<file path="src/rtl/instruction_fetch_pkg.sv">
// Shared types and default geometry for the instruction fetch engine.
package instruction_fetch_pkg;

    localparam int unsigned DefIAddrW     = 12;
    localparam int unsigned DefInstWBytes = 2;
    localparam int unsigned DefByteW      = 8;

    // Fetch engine control states.
    typedef enum logic [1:0] {
        IDLE  = 2'd0,
        ISSUE = 2'd1,
        DRAIN = 2'd2,
        HOLD  = 2'd3
    } fetch_state_e;

endpackage

</file>
<file path="src/rtl/instruction_fetch.sv">
// Instruction fetch engine: issues INST_W_BYTES sequential byte reads to a
// 1-cycle-latency memory, assembles them little-endian and hands the word to
// the decoder over valid/ready. A flush abandons any in-flight or held fetch.
module instruction_fetch
    import instruction_fetch_pkg::*;
#(
    parameter int unsigned I_ADDR_W     = DefIAddrW,
    parameter int unsigned INST_W_BYTES = DefInstWBytes,
    parameter int unsigned BYTE_W       = DefByteW
) (
    input  logic                           clk,
    input  logic                           rst_n,
    input  logic [I_ADDR_W-1:0]            pc,
    input  logic                           pc_valid,
    output logic                           fetch_ready,
    input  logic                           flush,
    output logic [I_ADDR_W-1:0]            imem_addr,
    output logic                           imem_rd_en,
    input  logic [BYTE_W-1:0]              imem_rdata,
    output logic [INST_W_BYTES*BYTE_W-1:0] inst,
    output logic                           inst_valid,
    input  logic                           inst_ready,
    output logic                           inst_fault
);

    localparam int unsigned CNT_W  = $clog2(INST_W_BYTES + 1);
    localparam int unsigned INST_W = INST_W_BYTES * BYTE_W;
    localparam logic [CNT_W-1:0] LastIdx = CNT_W'(INST_W_BYTES - 1);

    fetch_state_e        state_q;
    // Index of the address being presented; byte cnt_q-1 is returning this cycle.
    logic [CNT_W-1:0]    cnt_q;
    logic [I_ADDR_W-1:0] imem_addr_q;
    logic                imem_rd_en_q;
    logic [INST_W-1:0]   inst_q;
    logic                inst_valid_q;
    logic                inst_fault_q;

    // Ready only when idle; flush blocks acceptance in the same cycle.
    always_comb begin
        fetch_ready = (state_q == IDLE) && !flush;
    end

    // Fetch FSM with registered memory strobe, address and result outputs.
    always_ff @(posedge clk or negedge rst_n) begin
        if (!rst_n) begin
            state_q      <= IDLE;
            cnt_q        <= '0;
            imem_addr_q  <= '0;
            imem_rd_en_q <= 1'b0;
            inst_q       <= '0;
            inst_valid_q <= 1'b0;
            inst_fault_q <= 1'b0;
        end else if (flush) begin
            state_q      <= IDLE;
            imem_rd_en_q <= 1'b0;
            inst_valid_q <= 1'b0;
        end else begin
            // Data for the previous address arrives while in ISSUE/DRAIN.
            if (state_q == ISSUE || state_q == DRAIN) begin
                for (int unsigned i = 0; i < INST_W_BYTES; i++) begin
                    if (cnt_q == CNT_W'(i + 1)) begin
                        inst_q[i*BYTE_W +: BYTE_W] <= imem_rdata;
                    end
                end
            end
            unique case (state_q)
                IDLE: begin
                    if (pc_valid) begin
                        state_q      <= ISSUE;
                        cnt_q        <= '0;
                        imem_addr_q  <= pc;
                        imem_rd_en_q <= 1'b1;
                        inst_fault_q <= (pc % I_ADDR_W'(INST_W_BYTES)) != '0;
                    end
                end
                ISSUE: begin
                    cnt_q <= cnt_q + CNT_W'(1);
                    if (cnt_q == LastIdx) begin
                        state_q      <= DRAIN;
                        imem_rd_en_q <= 1'b0;
                    end else begin
                        imem_addr_q <= imem_addr_q + I_ADDR_W'(1);
                    end
                end
                DRAIN: begin
                    state_q      <= HOLD;
                    inst_valid_q <= 1'b1;
                end
                HOLD: begin
                    if (inst_ready) begin
                        state_q      <= IDLE;
                        inst_valid_q <= 1'b0;
                    end
                end
                default: state_q <= IDLE;
            endcase
        end
    end

    assign imem_addr  = imem_addr_q;
    assign imem_rd_en = imem_rd_en_q;
    assign inst       = inst_q;
    assign inst_valid = inst_valid_q;
    assign inst_fault = inst_fault_q;

endmodule

</file>
<file path="config.mk">
export PLATFORM = sky130hd
export DESIGN_NAME = instruction_fetch
export DESIGN_NICKNAME = d
export VERILOG_FILES = /design/src/rtl/instruction_fetch_pkg.sv /design/src/rtl/instruction_fetch.sv
export SDC_FILE = /design/constraint.sdc
export NUM_CORES = 1
export LEC_CHECK = 0
export CAP_MARGIN = 40
export CORE_MARGIN = 2
export CORE_UTILIZATION = 40
export DETAILED_ROUTE_END_ITERATION = 8
export PLACE_DENSITY = 0.71
export SETUP_SLACK_MARGIN = 0.15
export SLEW_MARGIN = 20
export SYNTH_ARGS = -nofsm -noshare
export SYNTH_HDL_FRONTEND = slang
export SYNTH_SLANG_ARGS = --single-unit
</file>
<file path="constraint.sdc">
create_clock -name clk -period 5.35 [get_ports clk]
set_clock_uncertainty 0.1 [all_clocks]
set_input_delay 1.07 -clock clk [delete_from_list [all_inputs] [get_ports clk]]
set_output_delay 1.07 -clock clk [all_outputs]
set_load 0.005 [all_outputs]
</file>
==> results of run 1 <==
-- placed cells by master, fill, tap and decap left out, drive strengths merged --
cell,netlist,routed
a21oi,15,15
a221oi,1,1
a2bb2oi,7,7
and2,1,1
and3,3,3
and4,1,1
buf,7,2
clkbuf,2,6
clkdlybuf4s50,0,56
clkinv,0,1
dfrtp,35,35
ha,7,7
inv,10,10
mux2,18,18
mux2i,4,4
nand2,15,15
nand3,10,10
nand4,6,6
nor2,4,4
nor2b,4,4
nor4b,1,1
o21ai,10,10
o22ai,6,6
or2,1,1
or4b,1,1
xnor2,1,1
-- worst max-delay path, delay by kind of cell --
kind,cells,cell delay [ns]
buffers and inverters,2,1.14
and+or+nand+nor,1,0.24
-- sequential cells by signal, indices dropped and copies added, names as in the netlist --
register	flops
state_q	2
inst	16
cnt_q	2
inst_fault	1
inst_valid	1
imem_addr	12
imem_rd_en	1
-- routing by layer --
metal  vias to the layer above  routed length (um)
met5                         -                   0
met4                         0                  29
met3                         4                 359
met2                        68                1698
met1                       679                1758
li1                        718                   -
-- path summary, 6_finish.rpt --
| path | endpoint | slack (ns) | cells after the start |
|---|---|---|---|
| setup / recovery | fetch_ready | 1.73 | 3 |
| hold / removal | inst[2] | 0.41 | 1 |
| setup reg to reg | imem_addr[11] | 3.13 | 7 |
| hold reg to reg | inst[2] | 0.41 | 1 |
| max in group asynchronous | inst[1] | 3.73 | 2 |
| min in group asynchronous | state_q[1] | 1.11 | 2 |
-- cells by family after synthesis --
| family | after synthesis | share of synthesized area |
|---|---|---|
| mux | 22 | 0.1381 |
| flops | 35 | 0.4909 |
| simple gates | 47 | 0.1389 |
| xor+xnor | 1 | 0.004910 |
| compound gates | 39 | 0.1339 |
| fa+ha+maj | 7 | 0.04909 |
| buf+inv | 19 | 0.04418 |
-- layout make-up --
| type | instances | area (um^2) | area share |
|---|---|---|---|
| Clock buffer | 6 | 82.58 | 0.03342 |
| Clock inverter | 1 | 5.005 | 0.002025 |
| Inverter | 10 | 37.54 | 0.01519 |
| Multi-Input combinational cell | 116 | 829.5 | 0.3357 |
| Sequential cell | 35 | 875.8 | 0.3544 |
| Tap cell | 52 | 65.06 | 0.02633 |
| Timing Repair Buffer | 58 | 575.6 | 0.2329 |
-- report_power, final --
| group | internal, uW | leakage [uW] | switching, uW |
|---|---|---|---|
| Clock | 101 | 0.0000470 | 87.8 |
| Combinational | 393 | 0.000577 | 262 |
| Sequential | 388 | 0.000429 | 107 |
| Total | 882 | 0.00105 | 456 |
-- per-stage QoR --
| step | power, uW | instances |
|---|---|---|
| 2_1_floorplan | 839.9 | 170 |
| 3_5_place_dp | 1158 | 271 |
| 6_report | 1339 | 278 |
| 4_1_cts | 1355 | 278 |
| 3_3_place_gp | 1145 | 271 |
| 5_1_grt | 1446 | 278 |
==> run summary, run 1 <==
Detailed Routing Iterations Pass 1: 4
CTS tree: done
area leader, netlist: dfrtp_1
clock-pin slew on the worst setup and hold paths: 0.06 ns
Boundary Pins: 57
Max Cap Violations: 0
Die Y: 70.79 um
fillers: 397
number of port buffers: 56
first-pass GRT wire length: 6.499 mm
Starting Density: 0.4126
final wirelength: 3.847 mm
Fin. Hold Viols: 0
number of core rows: 24
setup TNS: 0 ns
GRT Total Usage: 0.1615
Place WS: 1.729 ns
final max-slew violation count: 0
top post-synthesis cells by area: dfrtp_1, mux2_2, ha_1
setup ws final: 1.726 ns
cells after synthesis: 170
crit end category: output port
cts hold-fix bufs: 0
status: complete, no violations
gp weighted congestion: 0.7431
Final Cycle Share: 0.6773
Post-DP HPWL: 2.768 mm
Synth top area share: 0.4909
CP Class: primary input to output port
fin nets: 258
n_diodes: 0
Distinct cells, synth: 28
RSZ-0062 raised after global routing: false
cells resized by post-CTS repair: 0
DRC viols: 0
GR Util met2: 0.2482
Area growth syn-to-layout: 38.50%
Max-slew headroom: 0.7042
EDFF count, synth: 0
Avg WL per Cell: 13.84 um
CTS Buf Count: 5
First DRT Iteration DRCs: 100
Worst VDD drop: 0.0002740 V
Tmin final: 3.624 ns
r2r startpoint: state_q[1]
most frequent cell after synthesis: dfrtp_1
cell mode on critical path: clkdlybuf4s50_1
hold crit path type: flop to flop
Worst EP arrival: 2.45 ns
vias in the first global route: 1373
CP peak stage delay: 0.59 ns
clk buf depth: 2
die area: 0.005011 mm^2
Syn Area/Cell: 10.50 um^2
most frequent cells after synthesis: dfrtp_1, mux2_2, a21oi_1, nand2_1
Seq cells post-synth: 35
Clk Latency, worst-skew pair: 0.28 ns
vias: 1469
syn nets: 202
met1 Use GR: 0.2174
Synth Flop Type: dfrtp_1
antenna-violating nets left: 0
CP Launch Point: flush
pin count of the biggest net entering global routing: 38
CP cell instances: clkdlybuf4s50_1 -> nor2b_1 -> clkdlybuf4s50_1
CTS H-tree depth: 2
Num Clock Sinks: 35
Slew @ Worst Pin: 0.4437 ns
initial antenna violation count: 0
dpl cell area: 0.002384 mm^2
min-delay src: inst[2]
FMAX: 276.0 MHz
Min Hold Slack: 0.4076 ns
worst path required time: 4.18 ns
Post-Synthesis Cell Area: 0.001784 mm^2
power per cell area: 541.7 mW/mm^2
Leakage Power: 0.001053 uW
fin util: 0.5715
startpoint types: primary input
post-CTS setup buffer count: 0
fin area: 0.002471 mm^2
final setup fails: 0
grt met3 use: 0.06268
Crit Path Max Fanout: 11
CP max stage cell: clkdlybuf4s50_1
Die W: 70.79 um
layout cell share with drive strength beyond 1: 0.1327
Core Area: 0.004324 mm^2
Warnings, synthesis: 0
grt total ovfl: 0
post-synthesis async set-or-reset flop share: 1.000
register area share after synthesis: 0.4909
CTS root buffer: clkbuf_8
DR vias/cell: 5.284
gr busiest metal: met2
Power figures use the tool's default switching activity.
==> inputs of run 2 (changes only) <==
--- a/config.mk
+++ b/config.mk
@@ -9,7 +9,7 @@
 export CORE_MARGIN = 2
 export CORE_UTILIZATION = 40
 export DETAILED_ROUTE_END_ITERATION = 8
-export PLACE_DENSITY = 0.71
+export PLACE_DENSITY = 0.73
 export SETUP_SLACK_MARGIN = 0.15
 export SLEW_MARGIN = 20
 export SYNTH_ARGS = -nofsm -noshare
==> constraint.sdc (replaced) <==
create_clock -name clk -period 2.9 [get_ports clk]
set_clock_uncertainty 0.1 [all_clocks]
set_input_delay 0.58 -clock clk [delete_from_list [all_inputs] [get_ports clk]]
set_output_delay 0.58 -clock clk [all_outputs]
set_load 0.005 [all_outputs]
==> run 2 against run 1 <==
Net effect: via count fell by 0.88%; die area unchanged; worst setup slack worse by 1.4 ns; cell count is 0.72% higher; flip-flop and latch count unchanged; hold slack got worse by 0.0018 ns; total power rose by 85%; global-route usage is 1.0 points higher; register-to-register slack worse by 2.5 ns; sequential share of layout area fell by 0.072 points; sequential power grew 84%; non-clock buffer count increased by 1.
==> run summary, run 2 (synthesis results as in run 1) <==
Slew @ Worst Pin: 0.5361 ns
Fin. Hold Viols: 0
initial antenna violation count: 0
GRT Total Usage: 0.1720
Worst VDD drop: 0.0004659 V
n_diodes: 0
final wirelength: 4.058 mm
placed insts: 272
clk buf depth: 2
Leakage Power: 0.001052 uW
final setup fails: 0
vias in the first global route: 1475
status: complete, no violations
antenna-violating nets left: 0
layout cell share with drive strength beyond 1: 0.1360
Avg WL per Cell: 14.49 um
CTS tree: done
cells resized by post-CTS repair: 0
Final Cycle Share: 0.8810
highest-count cells in the layout ignoring fill and taps: clkdlybuf4s50_1, dfrtp_1, mux2_2
CP max stage cell: clkdlybuf4s50_1
grt total ovfl: 0
CP cell instances: inv_1 -> ha_1 -> nor2b_1 -> clkdlybuf4s50_1
Die Y: 70.79 um
CP Buf/Inv Count: 2
Area growth syn-to-layout: 38.78%
FMAX: 391.4 MHz
Post-DP HPWL: 2.881 mm
Starting Density: 0.4126
CP top delay family: buffers and inverters
clock-pin slew on the worst setup and hold paths: 0.07 ns
post-CTS setup buffer count: 0
power per cell area: 1001 mW/mm^2
Hold Path End: inst[1]
cts hold-fix bufs: 0
First DRT Iteration DRCs: 89
startpoint types: flop
Clk Latency, worst-skew pair: 0.29 ns
Num Clock Sinks: 35
CP Class: flop to output port
Max Cap Violations: 0
CTS root buffer: clkbuf_8
CTS Buf Count: 5
die area: 0.005011 mm^2
min-delay src: inst[1]
Max-slew headroom: 0.6426
hold path depth: 1
Crit Path Max Fanout: 5
Die W: 70.79 um
RSZ-0062 raised after global routing: false
reg2reg end: imem_addr[11]
Tmin final: 2.555 ns
Core Area: 0.004324 mm^2
pin count of the biggest net entering global routing: 36
CTS H-tree depth: 2
Non-Filler Instances: 280
Min Hold Slack: 0.4058 ns
number of port buffers: 56
DR vias/cell: 5.200
number of core rows: 24
most common cell after layout, fill and taps aside: clkdlybuf4s50_1
setup slack, reg-to-reg: 0.62 ns
Worst EP arrival: 1.88 ns
gp weighted congestion: 0.7293
r2r startpoint: state_q[1]
fin nets: 259
Boundary Pins: 57
Largest register FFs: 16
Detailed Routing Iterations Pass 1: 4
final max-slew violation count: 0
vias: 1456
crit end category: output port
CP peak stage delay: 0.55 ns
R2R depth: 6
hold crit path type: flop to flop
worst path required time: 2.22 ns
setup TNS: 0 ns
first-pass GRT wire length: 6.837 mm
DRC viols: 0
fillers: 399
run 2: per-stage QoR:
stage,cell area [um^2],power (uW),worst slack (ns),utilization
3_3_place_gp,2391,2117,0.4822,0.5530
6_report,2476,2478,0.3450,0.5726
2_1_floorplan,1784,1550,1.143,-
3_5_place_dp,2391,2143,0.4688,0.5530
5_1_grt,2476,2678,0.2089,0.5726
4_1_cts,2476,2503,0.3329,0.5726
run 2: routing by layer:
| layer | up-vias | share of wire | GRT usage | wire (um) |
|---|---|---|---|---|
| met2 | 50 | 0.44 | 0.2648 | 1791 |
| met5 | - | 0 | 0 | 0 |
| met4 | 0 | 0.017 | 0.07547 | 70 |
| met3 | 8 | 0.080 | 0.05413 | 324 |
| li1 | 722 | - | - | - |
| met1 | 676 | 0.46 | 0.2236 | 1871 |
run 2: final cells by class:
| cell class | instances | area [um^2] | area share |
|---|---|---|---|
| Sequential cell | 35 | 875.8 | 0.3537 |
| Tap cell | 52 | 65.06 | 0.02628 |
| Clock buffer | 6 | 72.57 | 0.02931 |
| Clock inverter | 2 | 12.51 | 0.005053 |
| Inverter | 10 | 37.54 | 0.01516 |
| Timing Repair Buffer | 59 | 583.1 | 0.2355 |
| Multi-Input combinational cell | 116 | 829.5 | 0.3350 |
run 2: worst max path at each step:
stage / cells past startpoint / start / to / slack, ns
finish: 4 / state_q[0] / fetch_ready / 0.34
global route: 4 / state_q[0] / fetch_ready / 0.21
CTS: 4 / state_q[0] / fetch_ready / 0.33
detailed placement: 3 / flush / fetch_ready / 0.47
global placement: 3 / flush / fetch_ready / 0.48
floorplan: 7 / state_q[0] / imem_addr[4] / 1.14
run 2: power breakdown:
group,internal [uW],switching (uW),leakage (uW)
Combinational,730,493,0.000582
Clock,168,174,0.0000412
Sequential,716,197,0.000429
==> inputs of run 3 (changes only) <==
--- a/config.mk
+++ b/config.mk
@@ -8,7 +8,9 @@
 export CAP_MARGIN = 40
 export CORE_MARGIN = 2
 export CORE_UTILIZATION = 40
+export CTS_BUF_LIST = sky130_fd_sc_hd__clkbuf_16
 export DETAILED_ROUTE_END_ITERATION = 8
+export HOLD_SLACK_MARGIN = 0.1
 export PLACE_DENSITY = 0.73
 export SETUP_SLACK_MARGIN = 0.15
 export SLEW_MARGIN = 20
==> run 3 against run 2 <==
Net effect: largest power group unchanged; combinational power barely moved; non-clock buffer count did not move; wire length decreased by 1.3%; sequential share of layout area down 0.79 points; clock power increased by 46%; worst setup slack better by 0.035 ns; flip-flop and latch count unchanged; first-iteration DRC count rose by 11%; total power up 6.4%; sequential power about the same; via count shrank 0.27%; critical path depth unchanged; largest cell class unchanged.
==> run summary, run 3 (synthesis results as in run 1) <==
number of core rows: 24
Max Cap Violations: 0
fin util: 0.5856
worst path required time: 2.22 ns
CTS Buf Count: 5
final setup fails: 0
RSZ-0062 raised after global routing: false
fin nets: 259
cts hold-fix bufs: 0
Num Clock Sinks: 35
status: complete, no violations
vias in the first global route: 1505
grt total ovfl: 0
Max-slew headroom: 0.6418
final max-slew violation count: 0
Worst VDD drop: 0.0005072 V
CTS root buffer: clkbuf_16
CTS H-tree depth: 2
fin area: 0.002532 mm^2
n_diodes: 0
Core Area: 0.004324 mm^2
Boundary Pins: 57
vias: 1452
pin count of the biggest net entering global routing: 36
Clk Latency, worst-skew pair: 0.27 ns
Post-DP HPWL: 2.881 mm
initial antenna violation count: 0
Worst EP arrival: 1.84 ns
die area: 0.005011 mm^2
Leakage Power: 0.001082 uW
crit end category: output port
Detailed Routing Iterations Pass 1: 4
most common cell after layout, fill and taps aside: clkdlybuf4s50_1
Avg WL per Cell: 14.31 um
Largest register FFs: 16
Final Cycle Share: 0.8689
Min Hold Slack: 0.4018 ns
gp weighted congestion: 0.7293
number of port buffers: 56
setup TNS: 0 ns
First DRT Iteration DRCs: 99
Die W: 70.79 um
Place WS: 0.4688 ns
hold crit path type: flop to flop
setup ws final: 0.3802 ns
Die Y: 70.79 um
Crit Path Max Fanout: 5
clk buf depth: 2
startpoint types: flop
Fin. Hold Viols: 0
power per cell area: 1041 mW/mm^2
GRT Total Usage: 0.1708
post-CTS setup buffer count: 0
cells resized by post-CTS repair: 0
FMAX: 396.9 MHz
highest-count cells in the layout ignoring fill and taps: clkdlybuf4s50_1, dfrtp_1, mux2_2
clock-pin slew on the worst setup and hold paths: 0.05 ns
DR vias/cell: 5.186
Tmin final: 2.520 ns
CTS tree: done
Starting Density: 0.4126
final wirelength: 4.007 mm
antenna-violating nets left: 0
layout cell share with drive strength beyond 1: 0.1360
Area growth syn-to-layout: 41.94%
CP Class: flop to output port
DRC viols: 0
setup slack, reg-to-reg: 0.62 ns
dpl cell area: 0.002391 mm^2
Slew @ Worst Pin: 0.5374 ns
first-pass GRT wire length: 6.872 mm
[run 3: cell count changes in the layout (fill, tap and decap cells not counted), sizes merged]
cell,change
clkbuf,-1
inv,+1
[run 3: through the flow]
| step | cells | power (uW) |
|---|---|---|
| after floorplan | 170 | 1550 |
| after global placement | 272 | 2117 |
| after detailed placement | 272 | 2143 |
| after CTS | 280 | 2665 |
| after global routing | 280 | 2841 |
| final | 280 | 2637 |
[run 3: power by group]
group          switching, uW  leakage [uW]  internal [uW]  total [uW]
logic                    494      0.000582            730        1220
clock network            187     0.0000710            313         499
registers                195      0.000429            718         913
total                    876       0.00108           1760        2640
[run 3: worst max-delay path, stage by stage (launching register included)]
cell and delay (ns):
dfrtp_1 0.42, inv_1 0.10, ha_1 0.27, nor2b_1 0.24, clkdlybuf4s50_1 0.55
[run 3: final timing paths]
path	depth (start not counted)	from	endpoint
worst max-delay path	4	state_q[0]	fetch_ready
worst min-delay path	1	inst[1]	inst[1]
worst max register to register	6	state_q[1]	imem_addr[11]
worst min register to register	1	inst[1]	inst[1]
max in group asynchronous	2	rst_n	inst[0]
min in group asynchronous	2	rst_n	imem_addr[4]
[run 3: final cells by class]
| type | instances | area [um^2] |
|---|---|---|
| inverters | 10 | 37.54 |
| flip-flops and latches | 35 | 875.8 |
| well taps | 52 | 65.06 |
| fillers | 397 | 1792 |
| clock inverters | 3 | 16.27 |
| repair buffers | 59 | 583.1 |
| multi-input cells | 116 | 829.5 |
| clock buffers | 5 | 125.1 |
[run 3: metal layers]
| metal | vias to the layer above | global-route usage | wire [um] |
|---|---|---|---|
| met5 | - | 0 | 0 |
| li1 | 722 | - | - |
| met3 | 2 | 0.05556 | 337 |
| met4 | 0 | 0.05660 | 14 |
| met1 | 678 | 0.2211 | 1829 |
| met2 | 50 | 0.2721 | 1825 |
